[src/rtl/hazard_detection_unit.sv]
// Stall/flush controller for the 5-stage pipeline: load-use and branch-operand
// interlocks, a two-bubble branch-after-load sequence, and a saturating stall counter.
module hazard_detection_unit #(
  parameter int unsigned STALL_CNT_WIDTH = 16,
  parameter bit          BRANCH_IN_ID    = 1'b1
) (
  input  logic                       clk,
  input  logic                       reset,
  input  logic                       in_ID_EX_MemRead,
  input  logic                       in_ID_EX_RegWrite,
  input  logic [4:0]                 in_ID_EX_Rd_address_5,
  input  logic [4:0]                 in_IF_ID_Rs_address_5,
  input  logic [4:0]                 in_IF_ID_Rt_address_5,
  input  logic                       in_ID_uses_Rt,
  input  logic                       in_ID_branch,
  input  logic                       in_branch_taken,
  input  logic                       in_jump,
  output logic                       o_PC_write,
  output logic                       o_IF_ID_write,
  output logic                       o_ID_EX_bubble,
  output logic                       o_IF_ID_flush,
  output logic [STALL_CNT_WIDTH-1:0] o_stall_count
);

  typedef enum logic {
    S_RUN  = 1'b0,
    S_HOLD = 1'b1
  } state_e;

  localparam logic [STALL_CNT_WIDTH-1:0] CNT_ONE = STALL_CNT_WIDTH'(1);

  state_e                     state_q, state_d;
  logic [STALL_CNT_WIDTH-1:0] stall_cnt_q, stall_cnt_d;

  logic match;
  logic load_use;
  logic br_alu;
  logic br_load;
  logic stall;
  logic flush;

  always_comb begin
    match = (in_ID_EX_Rd_address_5 != 5'd0) &&
            ((in_ID_EX_Rd_address_5 == in_IF_ID_Rs_address_5) ||
             (in_ID_uses_Rt && (in_ID_EX_Rd_address_5 == in_IF_ID_Rt_address_5)));

    load_use = in_ID_EX_MemRead && match;
    br_alu   = BRANCH_IN_ID && in_ID_branch && in_ID_EX_RegWrite &&
               !in_ID_EX_MemRead && match;
    br_load  = BRANCH_IN_ID && in_ID_branch && in_ID_EX_MemRead && match;

    // Outputs are gated by reset so they show reset values while it is held,
    // independent of whatever is sitting on the hazard inputs.
    stall = !reset && ((state_q == S_HOLD) ||
                       ((state_q == S_RUN) && (load_use || br_alu || br_load)));
    flush = !reset && !stall && (in_jump || (in_ID_branch && in_branch_taken));
  end

  always_comb begin
    state_d = state_q;
    case (state_q)
      S_RUN:   if (br_load) state_d = S_HOLD;
      S_HOLD:  state_d = S_RUN;
      default: state_d = S_RUN;
    endcase

    stall_cnt_d = stall_cnt_q;
    if (stall && (stall_cnt_q != '1)) begin
      stall_cnt_d = stall_cnt_q + CNT_ONE;
    end
  end

  always_ff @(posedge clk or posedge reset) begin
    if (reset) begin
      state_q     <= S_RUN;
      stall_cnt_q <= '0;
    end else begin
      state_q     <= state_d;
      stall_cnt_q <= stall_cnt_d;
    end
  end

  always_comb begin
    o_PC_write     = !stall;
    o_IF_ID_write  = !stall;
    o_ID_EX_bubble = stall;
    o_IF_ID_flush  = flush;
    o_stall_count  = stall_cnt_q;
  end

endmodule

[config.mk]
export PLATFORM = sky130hd
export DESIGN_NAME = hazard_detection_unit
export DESIGN_NICKNAME = d
export VERILOG_FILES = /design/src/rtl/hazard_detection_unit.sv
export SDC_FILE = /design/constraint.sdc
export NUM_CORES = 1
export LEC_CHECK = 0
export ABC_CLOCK_PERIOD_IN_PS = 3300
export CAP_MARGIN = 25
export CELL_PAD_IN_SITES_DETAIL_PLACEMENT = 2
export CELL_PAD_IN_SITES_GLOBAL_PLACEMENT = 2
export CORE_UTILIZATION = 26
export DETAILED_ROUTE_END_ITERATION = 6
export GPL_TIMING_DRIVEN = 1
export HOLD_SLACK_MARGIN = 0.03
export PLACE_DENSITY_LB_ADDON = 0.1
export SLEW_MARGIN = 20
export SYNTH_ARGS = -nofsm -noshare
export SYNTH_HDL_FRONTEND = slang
export SYNTH_SLANG_ARGS = --single-unit
[constraint.sdc]
create_clock -name clk -period 3.3 [get_ports clk]
set_clock_uncertainty 0.2 [all_clocks]
set_input_delay 0.66 -clock clk [delete_from_list [all_inputs] [get_ports clk]]
set_output_delay 0.66 -clock clk [all_outputs]
set_load 0.01 [all_outputs]
* Word-level counts from Yosys, hierarchy flattened
Cells that the tools add are included.
Word-level totals: register bits 17, bits in latches 0, bits in writable memories 0, bits in read-only memories 0, word-level logic and storage cells 32, memories kept 0
Cells by class: $add $sub $neg 1, $mul 0, divide/modulo/power cells 0, magnitude comparators 0, equal/unequal tests 3, shift operators 0, muxes and demuxes 2, bitwise gates (word level) 1, reduce and logical (&&, ||, !) cells 23
Operator list (number):
- $add A16 B1 Y16 const B | 1
- $ne A16 B16 Y1 const B | 1
- $logic_and A1 B1 Y1 | 14
- $eq A5 B5 Y1 | 2
- $logic_or A1 B1 Y1 | 5
- $reduce_bool A5 Y1 | 1
- $logic_not A1 Y1 | 3
- $pmux W1 S2 | 1
- $mux W1 | 1
- $not A1 Y1 | 1

* Longest topological paths before layout
word-level depth 13, gate-level depth with buffers 8

* Worst setup path after synthesis
No wires, ideal clock.
path kind input to output, from in in_ID_EX_Rd_address_5[1], to out o_PC_write, arrival time 2299 ps, path slack 141 ps, stages on the path 7, buffers on the path 2, cells stage by stage or4_1 -> nor2_1 -> nand4b_2 -> buf_4 -> a21oi_1 -> o21ai_0 -> buf_4
On the way: longest elaborated chain between the ends 11
Ends and longest elaborated chain:
- from (decl) | line 11 | input logic [4:0] in_ID_EX_Rd_address_5,
- $eq A5 B5 Y1 | line 45 | (in_ID_uses_Rt && (in_ID_EX_Rd_address_5 == in_IF_ID_Rt_address_5)));
- $logic_and A1 B1 Y1 | line 45
- $logic_or A1 B1 Y1 | line 44 | ((in_ID_EX_Rd_address_5 == in_IF_ID_Rs_address_5) ||
- $logic_and A1 B1 Y1 * | line 43 | match = (in_ID_EX_Rd_address_5 != 5'd0) &&
- $logic_and A1 B1 Y1 (on tied branches) | line 47, 49
- $logic_or A1 B1 Y1 | line 55 | ((state_q == S_RUN) && (load_use || br_alu || br_load)));
- $logic_or A1 B1 Y1 * | line 55
- $logic_and A1 B1 Y1 * | line 55
- $logic_or A1 B1 Y1 * | line 54 | stall = !reset && ((state_q == S_HOLD) ||
- $logic_and A1 B1 Y1 * | line 54
- $logic_not A1 Y1 *
- to (decl) | line 18 | output logic o_PC_write,
Every way passes the cells marked *; elsewhere a longest branch is shown, timed or not.

* Worst setup path in the final report
from in in_IF_ID_Rt_address_5[1], to out o_ID_EX_bubble
On the way: longest elaborated chain between the ends 10
Ends and longest elaborated chain:
- from (decl) | line 13 | input logic [4:0] in_IF_ID_Rt_address_5,
- $eq A5 B5 Y1 * | line 45
- $logic_and A1 B1 Y1 * | line 45
- $logic_or A1 B1 Y1 * | line 44
- $logic_and A1 B1 Y1 * | line 43
- $logic_and A1 B1 Y1 (on tied branches) | line 47, 49
- $logic_or A1 B1 Y1 | line 55
- $logic_or A1 B1 Y1 * | line 55
- $logic_and A1 B1 Y1 * | line 55
- $logic_or A1 B1 Y1 * | line 54
- $logic_and A1 B1 Y1 * | line 54
- to (decl) | line 20 | output logic o_ID_EX_bubble,
Marks and branches as above.

==> results.py <==
metrics = {
    "run_status": {
        "status": "finished, final reports clean",
    },
    "critical_path": {
        "cp.arrival_ps": 2320,
        "cp_max_fo": 3,
        "rrSetupSlack_ps": 780,
        "cp.required_ps": 2440,
        "critPathKind": "in2out",
        "crit_buf_inv": 2,
        "max_stage_delay_ps": 420,
        "endpoint_kind": "primary output",
        "startpoint_type": "primary input",
        "crit_family": "simple AND/OR/NAND/NOR gates",
        "slowest_stage": "clkdlybuf4s50_1",
        "crit_chain": "clkdlybuf4s50_1 -> xor2_1 -> nor4_2 -> nand4b_4 -> a21oi_4 -> o21a_1 -> buf_2",
    },
    "placed_design": {
        "place_ws_ps": -539,
        "numPortBuffers": 42,
        "place_hpwl_microns": 2980,
        "globalplace.congestion": 0.716,
    },
    "synthesis": {
        "syn_inst": 122,
        "yosys_warnings": 0,
        "syn_nets": 146,
        "async_reset_ff_share_pct": 100,
        "ys_top_cells_by_count": "xor2_1, dfrtp_1, nand3_1, a311oi_2, nand4_1",
        "synth_top_cell_area_share_pct": 35.1,
        "synth-main-ff-cell": "dfrtp_1",
        "ys_seq_area_share_pct": 35.1,
        "synth_edf_count": 0,
        "synth_top_area_cell": "dfrtp_1",
        "yosysUniqueCellTypes": 37,
        "synth_most_common_cell": "xor2_1",
        "netlist_area_sq_um": 1210,
        "synth_area_leaders": "dfrtp_1, xor2_1, a311oi_2, nand3_1, a311oi_1",
        "synth.avg_cell_area_sq_um": 9.95,
        "ys_ff_latch": 17,
    },
    "power": {
        "p_per_area_nw_per_um2": 353,
        "ir_worst_vdd_uv": 124,
        "power_leakage_nw": 0.686,
    },
    "routing": {
        "drc": 0,
        "via_per_inst": 5.36,
        "vias": 1174,
        "wl_microns": 3930,
        "drtIter0Drc": 27,
        "ant_nets": 0,
        "wl_per_cell_microns": 18.0,
        "drt_first_pass_iters": 4,
    },
    "global_routing": {
        "grt_start_max_net_pins": 18,
        "antenna_found_initial": 0,
        "grt_pass1_vias": 1328,
        "gr-total-overflow": 0,
        "grt_pass1_wl_microns": 6670,
        "track_usage_pct": 16.8,
    },
    "cells_and_area": {
        "syn_to_final_growth_pct": 46.7,
        "drive_gt1_share_pct": 18.6,
        "fillers": 488,
        "fin_nets": 192,
        "diodes": 0,
        "finish.utilization_pct": 40.3,
    },
    "cts": {
        "cts_num_sinks": 17,
        "h-tree-depth": 1,
        "cts.clk_slew.worst_paths_ps": 70,
        "cts-buffers-inserted": 3,
        "cts_max_path_buffers": 2,
        "cts_tree": "built",
        "root_buffer": "clkbuf_8",
        "cts_hold_buffers": 0,
        "cts_setup_buffers": 0,
        "clk_latency_ps": 250,
    },
    "sta": {
        "max_freq_ghz": 0.314,
        "finalMaxSlewViolations": 0,
        "final-setup-viol-count": 0,
        "setup_tns_ps": 0,
        "layout_setup_ws_ps": 119,
        "worstMarginPinSlew_ps": 449,
        "fin_crit_ps": 3180,
        "rsz0062_at_grt": "false",
        "finalHoldViolCount": 0,
        "fin_crit_sh_pct": 96.4,
        "slew_headroom_pct": 69.9,
    },
    "hold_path": {
        "hold_path.class": "reg2reg",
    },
    "floorplanning": {
        "die_h_microns": 70.3,
        "num_rows": 24,
        "ioPinCount": 43,
        "coreArea_sq_um": 4410,
        "initial_utilization_pct": 27.5,
        "die_area_sq_um": 4940,
        "die_w_microns": 70.3,
    },
    "flow_run": {
        "maxCapViolations": 0,
    },
}
[sequential cells by signal, summed over array words and instances (netlist names)]
| register | count |
|---|---|
| o_stall_count | 16 |
| state_q | 1 |
[per-layer routing]
| metal | wire (microns) | part of all wire, % | global-route usage [%] | vias to the layer above |
|---|---|---|---|---|
| li1 | - | - | - | 552 |
| met1 | 1730 | 44 | 21.2 | 585 |
| met2 | 2060 | 52 | 30.5 | 35 |
| met3 | 114 | 2.9 | 0.866 | 2 |
| met4 | 27 | 0.69 | 4.67 | 0 |
| met5 | 0 | 0 | 0 | - |
[through the flow]
step,instances,hold WS (ps),power [W],cell area [sq um]
finish,219,308,0.000629,1780
floorplan,122,322,0.000357,1210
detailed placement,215,299,0.000472,1690
global route,219,327,0.000669,1780
global placement,215,289,0.000464,1690
CTS,219,315,0.000636,1760
[logic make-up after synthesis]
logic type                 synth area share, %
AOI/OAI and AO/OA                         20.3
xor gates and xnor gates                  16.6
adders and majority gates                 1.03
buffers and inverters                     6.91
DFF                                       35.1
muxes                                    0.928
and+or+nand+nor                           19.2
[cell type report]
type,count,area (sq um),share of cell area [%]
multi-input combinational,91,764,42.9
timing repair buffer,49,458,25.7
sequential,17,425,23.9
tap,52,65.1,3.65
clock buffer,4,45.0,2.53
inverter,6,22.5,1.26
[layout by cell type, fill, tap and decap left out, types with 2 or more instances in the layout]
| cell type | netlist | final |
|---|---|---|
| a21oi_1 | 3 | 2 |
| a311oi_1 | 5 | 5 |
| a311oi_2 | 7 | 7 |
| and3_1 | 3 | 3 |
| buf_2 | 1 | 4 |
| buf_4 | 3 | 7 |
| clkbuf_8 | 0 | 3 |
| clkdlybuf4s50_1 | 0 | 30 |
| dfrtp_1 | 17 | 17 |
| dlygate4sd2_1 | 0 | 4 |
| dlymetal6s2s_1 | 0 | 4 |
| inv_1 | 5 | 5 |
| nand2_1 | 4 | 4 |
| nand3_1 | 10 | 10 |
| nand4_1 | 7 | 7 |
| nor2_1 | 4 | 3 |
| o21ai_0 | 3 | 2 |
| or4_4 | 0 | 2 |
| xnor2_1 | 5 | 5 |
| xor2_1 | 18 | 18 |
[where the power goes]
group / total (W) / internal (W) / switching [W]
combinational: 0.000200 / 0.000104 / 0.0000959
clock: 0.000160 / 0.0000856 / 0.0000747
sequential: 0.000268 / 0.000232 / 0.0000367
total: 0.000629 / 0.000421 / 0.000207
[timing repair]
| item | in CTS | in global routing |
|---|---|---|
| pin swaps | 4 | 9 |
| setup endpoints to repair | 4 | 4 |
| resized for setup | 23 | 13 |
[worst paths after layout]
check	startpoint	endpoint	cells past startpoint
max in group asynchronous	reset	o_stall_count[3]	3
worst min register to register	o_stall_count[5]	o_stall_count[5]	1
min in group asynchronous	reset	o_stall_count[9]	3
worst max register to register	o_stall_count[0]	o_stall_count[6]	7
worst min-delay path	o_stall_count[5]	o_stall_count[5]	1
worst max-delay path	in_IF_ID_Rt_address_5[1]	o_ID_EX_bubble	7
(Power assumes the default switching activity.)
